[src/rtl/o_buf_controller.sv]
// Linebuffer read-out controller: fetches 32-bit words from a double-banked
// linebuffer and streams them as 8-bit pixels with SOL/EOL/SOF framing.
module o_buf_controller #(
    parameter int unsigned LINE_PIXELS = 640
) (
    input  logic        pclk,
    input  logic        reset,
    input  logic        line_valid,
    input  logic        frame_valid,
    output logic        re,
    output logic [31:0] addr,
    input  logic [31:0] i_data,
    output logic [7:0]  o_pixel,
    output logic        o_valid,
    input  logic        o_ready,
    output logic        o_sol,
    output logic        o_eol,
    output logic        o_sof,
    output logic        busy,
    output logic        overflow
);

    localparam int unsigned LINE_WORDS = LINE_PIXELS / 4;
    localparam int unsigned PIX_W      = $clog2(LINE_PIXELS);
    localparam int unsigned WCNT_W     = $clog2(LINE_WORDS + 1);
    localparam int unsigned LAST_PIX   = LINE_PIXELS - 1;

    typedef enum logic {
        IDLE   = 1'b0,
        STREAM = 1'b1
    } state_t;

    state_t              state_q, state_n;
    logic                bank_q, bank_n;
    logic                base_q, base_n;
    logic [WCNT_W-1:0]   rd_cnt_q, rd_cnt_n;
    logic                re_q, re_n;
    logic [31:0]         addr_q, addr_n;
    logic                rd_pend_q, rd_pend_n;
    logic [31:0]         cur_q, cur_n;
    logic                cur_vld_q, cur_vld_n;
    logic [31:0]         pf_q, pf_n;
    logic                pf_vld_q, pf_vld_n;
    logic [PIX_W-1:0]    pix_q, pix_n;
    logic                line_sof_q, line_sof_n;
    logic                sof_pend_q, sof_pend_n;
    logic                overflow_q, overflow_n;
    logic                busy_q, busy_n;

    logic [31:0]         cur_src;
    logic [7:0]          pix_byte;
    logic                avail;
    logic                hs;
    logic                last_hs;
    logic                word_done;
    logic                accept;

    // A word arriving from the linebuffer is shown directly so the first
    // pixel appears in the same cycle its read data returns.
    always_comb begin
        cur_src = cur_vld_q ? cur_q : i_data;
        case (pix_q[1:0])
            2'd0:    pix_byte = cur_src[7:0];
            2'd1:    pix_byte = cur_src[15:8];
            2'd2:    pix_byte = cur_src[23:16];
            default: pix_byte = cur_src[31:24];
        endcase
    end

    assign avail     = cur_vld_q | rd_pend_q;
    assign hs        = avail & o_ready;
    assign last_hs   = hs & (pix_q == PIX_W'(LAST_PIX));
    assign word_done = hs & (pix_q[1:0] == 2'd3);

    assign o_valid  = avail;
    assign o_pixel  = avail ? pix_byte : 8'd0;
    assign o_sol    = avail & (pix_q == '0);
    assign o_eol    = avail & (pix_q == PIX_W'(LAST_PIX));
    assign o_sof    = avail & (pix_q == '0) & line_sof_q;
    assign re       = re_q;
    assign addr     = addr_q;
    assign busy     = busy_q;
    assign overflow = overflow_q;

    always_ff @(posedge pclk) begin
        if (reset) begin
            state_q    <= IDLE;
            bank_q     <= 1'b0;
            base_q     <= 1'b0;
            rd_cnt_q   <= '0;
            re_q       <= 1'b0;
            addr_q     <= 32'd0;
            rd_pend_q  <= 1'b0;
            cur_q      <= 32'd0;
            cur_vld_q  <= 1'b0;
            pf_q       <= 32'd0;
            pf_vld_q   <= 1'b0;
            pix_q      <= '0;
            line_sof_q <= 1'b0;
            sof_pend_q <= 1'b1;
            overflow_q <= 1'b0;
            busy_q     <= 1'b0;
        end else begin
            state_q    <= state_n;
            bank_q     <= bank_n;
            base_q     <= base_n;
            rd_cnt_q   <= rd_cnt_n;
            re_q       <= re_n;
            addr_q     <= addr_n;
            rd_pend_q  <= rd_pend_n;
            cur_q      <= cur_n;
            cur_vld_q  <= cur_vld_n;
            pf_q       <= pf_n;
            pf_vld_q   <= pf_vld_n;
            pix_q      <= pix_n;
            line_sof_q <= line_sof_n;
            sof_pend_q <= sof_pend_n;
            overflow_q <= overflow_n;
            busy_q     <= busy_n;
        end
    end

    always_comb begin
        state_n    = state_q;
        bank_n     = bank_q;
        base_n     = base_q;
        rd_cnt_n   = rd_cnt_q;
        re_n       = 1'b0;
        addr_n     = addr_q;
        rd_pend_n  = re_q;
        cur_n      = cur_q;
        cur_vld_n  = cur_vld_q;
        pf_n       = pf_q;
        pf_vld_n   = pf_vld_q;
        pix_n      = pix_q;
        line_sof_n = line_sof_q;
        sof_pend_n = sof_pend_q;
        overflow_n = overflow_q;
        accept     = 1'b0;

        // A new line may only start from idle or on the final pixel handshake.
        case (state_q)
            IDLE: begin
                if (line_valid) begin
                    accept  = 1'b1;
                    state_n = STREAM;
                end
            end
            STREAM: begin
                if (last_hs && line_valid) begin
                    accept = 1'b1;
                end else if (last_hs) begin
                    state_n = IDLE;
                end
            end
            default: state_n = IDLE;
        endcase

        if (line_valid && !accept) begin
            overflow_n = 1'b1;
        end

        if (accept) begin
            line_sof_n = sof_pend_q | frame_valid;
            sof_pend_n = 1'b0;
        end else if (frame_valid) begin
            sof_pend_n = 1'b1;
        end

        if (hs) begin
            pix_n = last_hs ? '0 : pix_q + PIX_W'(1);
        end

        // Word pipeline: current word feeds pixels, prefetch holds the next one.
        if (cur_vld_q) begin
            if (word_done) begin
                if (pf_vld_q) begin
                    cur_n    = pf_q;
                    pf_vld_n = rd_pend_q;
                    if (rd_pend_q) begin
                        pf_n = i_data;
                    end
                end else if (rd_pend_q) begin
                    cur_n = i_data;
                end else begin
                    cur_vld_n = 1'b0;
                end
            end else if (rd_pend_q) begin
                pf_n     = i_data;
                pf_vld_n = 1'b1;
            end
        end else if (rd_pend_q) begin
            cur_n     = i_data;
            cur_vld_n = 1'b1;
        end

        if (accept) begin
            bank_n   = ~bank_q;
            base_n   = bank_q;
            rd_cnt_n = '0;
            pix_n    = '0;
        end

        // One outstanding read at a time, only into an empty prefetch slot.
        if ((state_n == STREAM) && (rd_cnt_n < WCNT_W'(LINE_WORDS)) &&
            !re_q && !pf_vld_n) begin
            re_n     = 1'b1;
            addr_n   = (base_n ? 32'(LINE_WORDS) : 32'd0) + 32'(rd_cnt_n);
            rd_cnt_n = rd_cnt_n + WCNT_W'(1);
        end
    end

    assign busy_n = (state_n == STREAM);

endmodule

[config.mk]
export PLATFORM = sky130hd
export DESIGN_NAME = o_buf_controller
export DESIGN_NICKNAME = d
export VERILOG_FILES = /design/src/rtl/o_buf_controller.sv
export SDC_FILE = /design/constraint.sdc
export NUM_CORES = 1
export LEC_CHECK = 0
export BUFFER_PORTS_ARGS = -buffer_cell sky130_fd_sc_hd__buf_2
export CORE_UTILIZATION = 50
export CTS_CLUSTER_DIAMETER = 120
export DETAILED_ROUTE_END_ITERATION = 8
export PLACE_DENSITY_LB_ADDON = 0.08
export SLEW_MARGIN = 25
export SYNTH_ARGS = -nofsm -noshare
export SYNTH_HDL_FRONTEND = slang
export SYNTH_SLANG_ARGS = --single-unit
[constraint.sdc]
create_clock -name pclk -period 2.4 [get_ports pclk]
set_input_delay 0.24 -clock pclk [delete_from_list [all_inputs] [get_ports pclk]]
set_output_delay 0.24 -clock pclk [all_outputs]
set_load 0.01 [all_outputs]
==> reports/qor.csv <==
stage,metric,value,unit
logic_synthesis,cells after synthesis,654,
clock_network,H-tree level count,3,
logic_synthesis,cell types occupying the most area after synthesis,"sky130_fd_sc_hd__dfxtp_1 (37%), sky130_fd_sc_hd__a21oi_1 (6.1%), sky130_fd_sc_hd__nand2_1 (5.1%), sky130_fd_sc_hd__nand3b_1 (4.9%), sky130_fd_sc_hd__nor2_1 (3.8%)",
sta,worst path setup slack after routing,0.000539,ns
sta,ratio of final minimum period to clock period,1.00,
setup_path,required time of the critical path,2.16,ns
setup_path,Critical Path Start Type,register,
die,die height,107,microns
power_and_ir_drop,leakage power total,2.37,nW
global_routing,antenna violations before repair,0,
drt,first-pass iteration count of the detailed router,5,
drt,number of routed nets with antenna violations,0,
sta,final worst clock skew,0.0140,ns
logic_synthesis,number of enable-type register cells in the synthesized netlist,0,
setup_path,reg2reg setup slack,0.12,ns
finish,post-layout net count,766,
global_routing,wire length of the first global-routing pass,23800,microns
global_routing,Total Routing Usage GR,0.263,
flow_run,number of maximum-capacitance violations,0,
logic_synthesis,flip-flop cell with the highest count after synthesis,sky130_fd_sc_hd__dfxtp_1,
placed_design,minimum setup slack after placement,0.0905,ns
sta,Tmin final,2.40,ns
power_and_ir_drop,peak supply drop,0.397,mV
logic_synthesis,number of synthesized register bits,101,
clock_network,Root Buffer Master,sky130_fd_sc_hd__clkbuf_8,
setup_path,Crit Reg-Reg Startpoint,pix_q[0],
global_routing,maximum number of pins on one net before global-route repair,54,
die,total number of placement rows,37,
die,I/O pins,84,
clock_network,CTS sink count,101,
sta,setup repair after global routing missed its margin,true,
logic_synthesis,async set-or-reset flop fraction in the synthesized netlist,0,
setup_path,classification of the worst setup path,reg -> out,
finish,Layout Area Growth over Synthesis,15.1,%
placed_design,HPWL after DPL,9550,microns
sta,slew at the pin closest to its max-slew limit,0.804,ns
sta,tightest slew margin relative to the limit,0.464,
sta,final hold vios,0,
setup_path,highest net fanout along the worst path,13,
finish,antenna diode count,0,
placed_design,count of input and output buffers,60,
setup_path,length in cells of the worst reg-to-reg path,8,
drt,DRC viols,0,
finish,summed area of non-filler cells in the final layout,6310,sq um
logic_synthesis,post-synth cell types,66,
global_routing,remaining global-route overflow,0,
finish,layout cell share with drive strength beyond 1,0.227,
setup_path,kind of end point of the critical path,primary output,
global_routing,vias in the first global route,4750,
drt,overall routed net length,14500,microns
logic_synthesis,proportion of netlist area held by the largest area contributor,0.369,
sta,fin. max-slew vios,0,
sta,highest clock rate,417,MHz
clock_network,TritonCTS clock tree,yes,
setup_path,CP arrival,2.16,ns
logic_synthesis,Ys Warns,0,
setup_path,launching element of the worst setup path,cur_vld_q,
power_and_ir_drop,areal power density over the cells,522,nW/um^2
clock_network,register clock-pin slew on the reported worst setup and hold paths,0.09,ns
placed_design,total placed instance area,5880,sq um
logic_synthesis,sequential area share after synthesis,0.369,
die,effective utilization at floorplan,0.524,
clock_network,source-to-sink clock delay at the later pin of the worst-skew pair,0.38,ns
logic_synthesis,cell accounting for the most synthesized area,sky130_fd_sc_hd__dfxtp_1,
logic_synthesis,cell with the most instances after synthesis,sky130_fd_sc_hd__dfxtp_1,
drt,first-iteration detailed-routing DRC count,325,
sta,post-route worst hold slack,0.112,ns
drt,overall via count from detail_route,4952,
die,DIE AREA,11400,sq um
status,result of the run,finished clean,
hold_path,Worst Hold Class,in -> reg,
setup_path,endpoint of the most critical setup path,o_pixel[6],
drt,vias per cell,5.76,
placed_design,Placer Congestion,0.847,
die,horizontal die dimension,107,microns
clock_network,maximum clock path buffer count,2,
clock_network,CTS hold repair buffers,0,
setup_path,Reg2Reg Capture Point,addr[7],
logic_synthesis,top cell types by occurrence after synthesis,"sky130_fd_sc_hd__dfxtp_1 (101), sky130_fd_sc_hd__nand2_1 (75), sky130_fd_sc_hd__a21oi_1 (67)",
logic_synthesis,syn avg cell area,8.39,sq um
drt,wire length per cell,16.8,microns
die,total core area,10500,sq um
logic_synthesis,combined area of all synthesized cells,5490,sq um
clock_network,number of CTS-inserted buffers,9,
sta,Final setup viols,0,
[worst max-delay path: stages (launching register included)]
cell	delay (ns)
sky130_fd_sc_hd__dfxtp_4	0.40
sky130_fd_sc_hd__buf_12	0.15
sky130_fd_sc_hd__mux2_1	0.33
sky130_fd_sc_hd__a222oi_1	0.44
sky130_fd_sc_hd__nor2b_1	0.21
sky130_fd_sc_hd__a211oi_1	0.07
sky130_fd_sc_hd__buf_2	0.18
[repair_timing]
item                       4_1_cts  5_1_grt
gates resized for setup         14       18
setup endpoints to repair       10       11
setup buffers                    2       14
pin swaps                        2       14
cloned                           1        0
[through the flow]
stage / setup TNS, ns / total power [mW] / util / cells
2_1_floorplan: 0 / 2.17 / - / 676
3_3_place_gp: 0 / 2.30 / 0.562 / 828
3_5_place_dp: 0 / 2.31 / 0.562 / 828
4_1_cts: -0.0237 / 3.29 / 0.589 / 846
5_1_grt: -0.804 / 3.45 / 0.603 / 860
6_report: 0 / 3.29 / 0.603 / 860
[cell usage in the layout, fill, tap and decap left out, types with 23 or more instances in the layout]
master                     netlist  layout
sky130_fd_sc_hd__conb_1          1      23
sky130_fd_sc_hd__dfxtp_1       101      99
sky130_fd_sc_hd__nor2_1         55      54
sky130_fd_sc_hd__nor3_1         29      29
sky130_fd_sc_hd__nand3b_1       36      36
sky130_fd_sc_hd__nand2_1        75      75
sky130_fd_sc_hd__buf_2          15      60
sky130_fd_sc_hd__a21oi_1        67      67
sky130_fd_sc_hd__buf_4          25      37
sky130_fd_sc_hd__nand2b_1       24      24
[layer usage]
metal	vias up	routed length [microns]	global-route usage
li1	2422	-	-
met1	2368	6420	0.333
met2	143	7040	0.445
met3	19	757	0.0602
met4	0	252	0.0793
met5	-	0	0
[layout make-up]
type                       count  area, sq um
tap                          136          170
multi-input combinational    497         3220
sequential                   101         2030
clock buffer                  13          149
timing repair buffer         105          716
clock inverter                 2         10.0
inverter                       6         26.3
fill                         962         4150
[how the worst min path moves through the flow]
| stage | end | slack [ns] | from | cells past startpoint |
|---|---|---|---|---|
| finish | pf_q[11] | 0.11 | i_data[11] | 3 |
| global route | pf_q[22] | 0.11 | i_data[22] | 3 |
| CTS | pf_q[11] | 0.1 | i_data[11] | 3 |
| detailed placement | pf_q[16] | 0.44 | pf_q[16] | 2 |
| global placement | pf_q[18] | 0.44 | pf_q[18] | 2 |
| floorplan | pf_q[0] | 0.38 | i_data[0] | 2 |
[where the power goes]
part / internal [mW] / switching [mW] / total (mW)
logic: 0.232 / 0.319 / 0.551
registers: 1.74 / 0.0371 / 1.77
clock network: 0.399 / 0.570 / 0.969
[sequential cells by signal (all words and copies together) (netlist names)]
signal / count
pf_vld_q: 1
pix_q: 10
rd_pend_q: 1
line_sof_q: 1
rd_cnt_q: 8
sof_pend_q: 1
overflow: 1
base_q: 1
re: 1
cur_vld_q: 1
bank_q: 1
busy: 1
pf_q: 32
addr: 9
cur_q: 32
[logic make-up (layout without fill, tap and decap cells)]
kind of cell             count (synthesis)  in the layout  synth area share
AND/OR/NAND/NOR                        279            279             0.276
AO/OA/AOI/OAI                          145            145             0.180
flip-flops                             101            101             0.369
buffers and inverters                   78            126            0.0766
multiplexers                            32             32            0.0627
adder cells (fa/ha/maj)                  9              9            0.0205
XOR/XNOR                                 9              9            0.0144
other                                    1             23          0.000684
No activity file was read; power rests on OpenSTA's default activity.
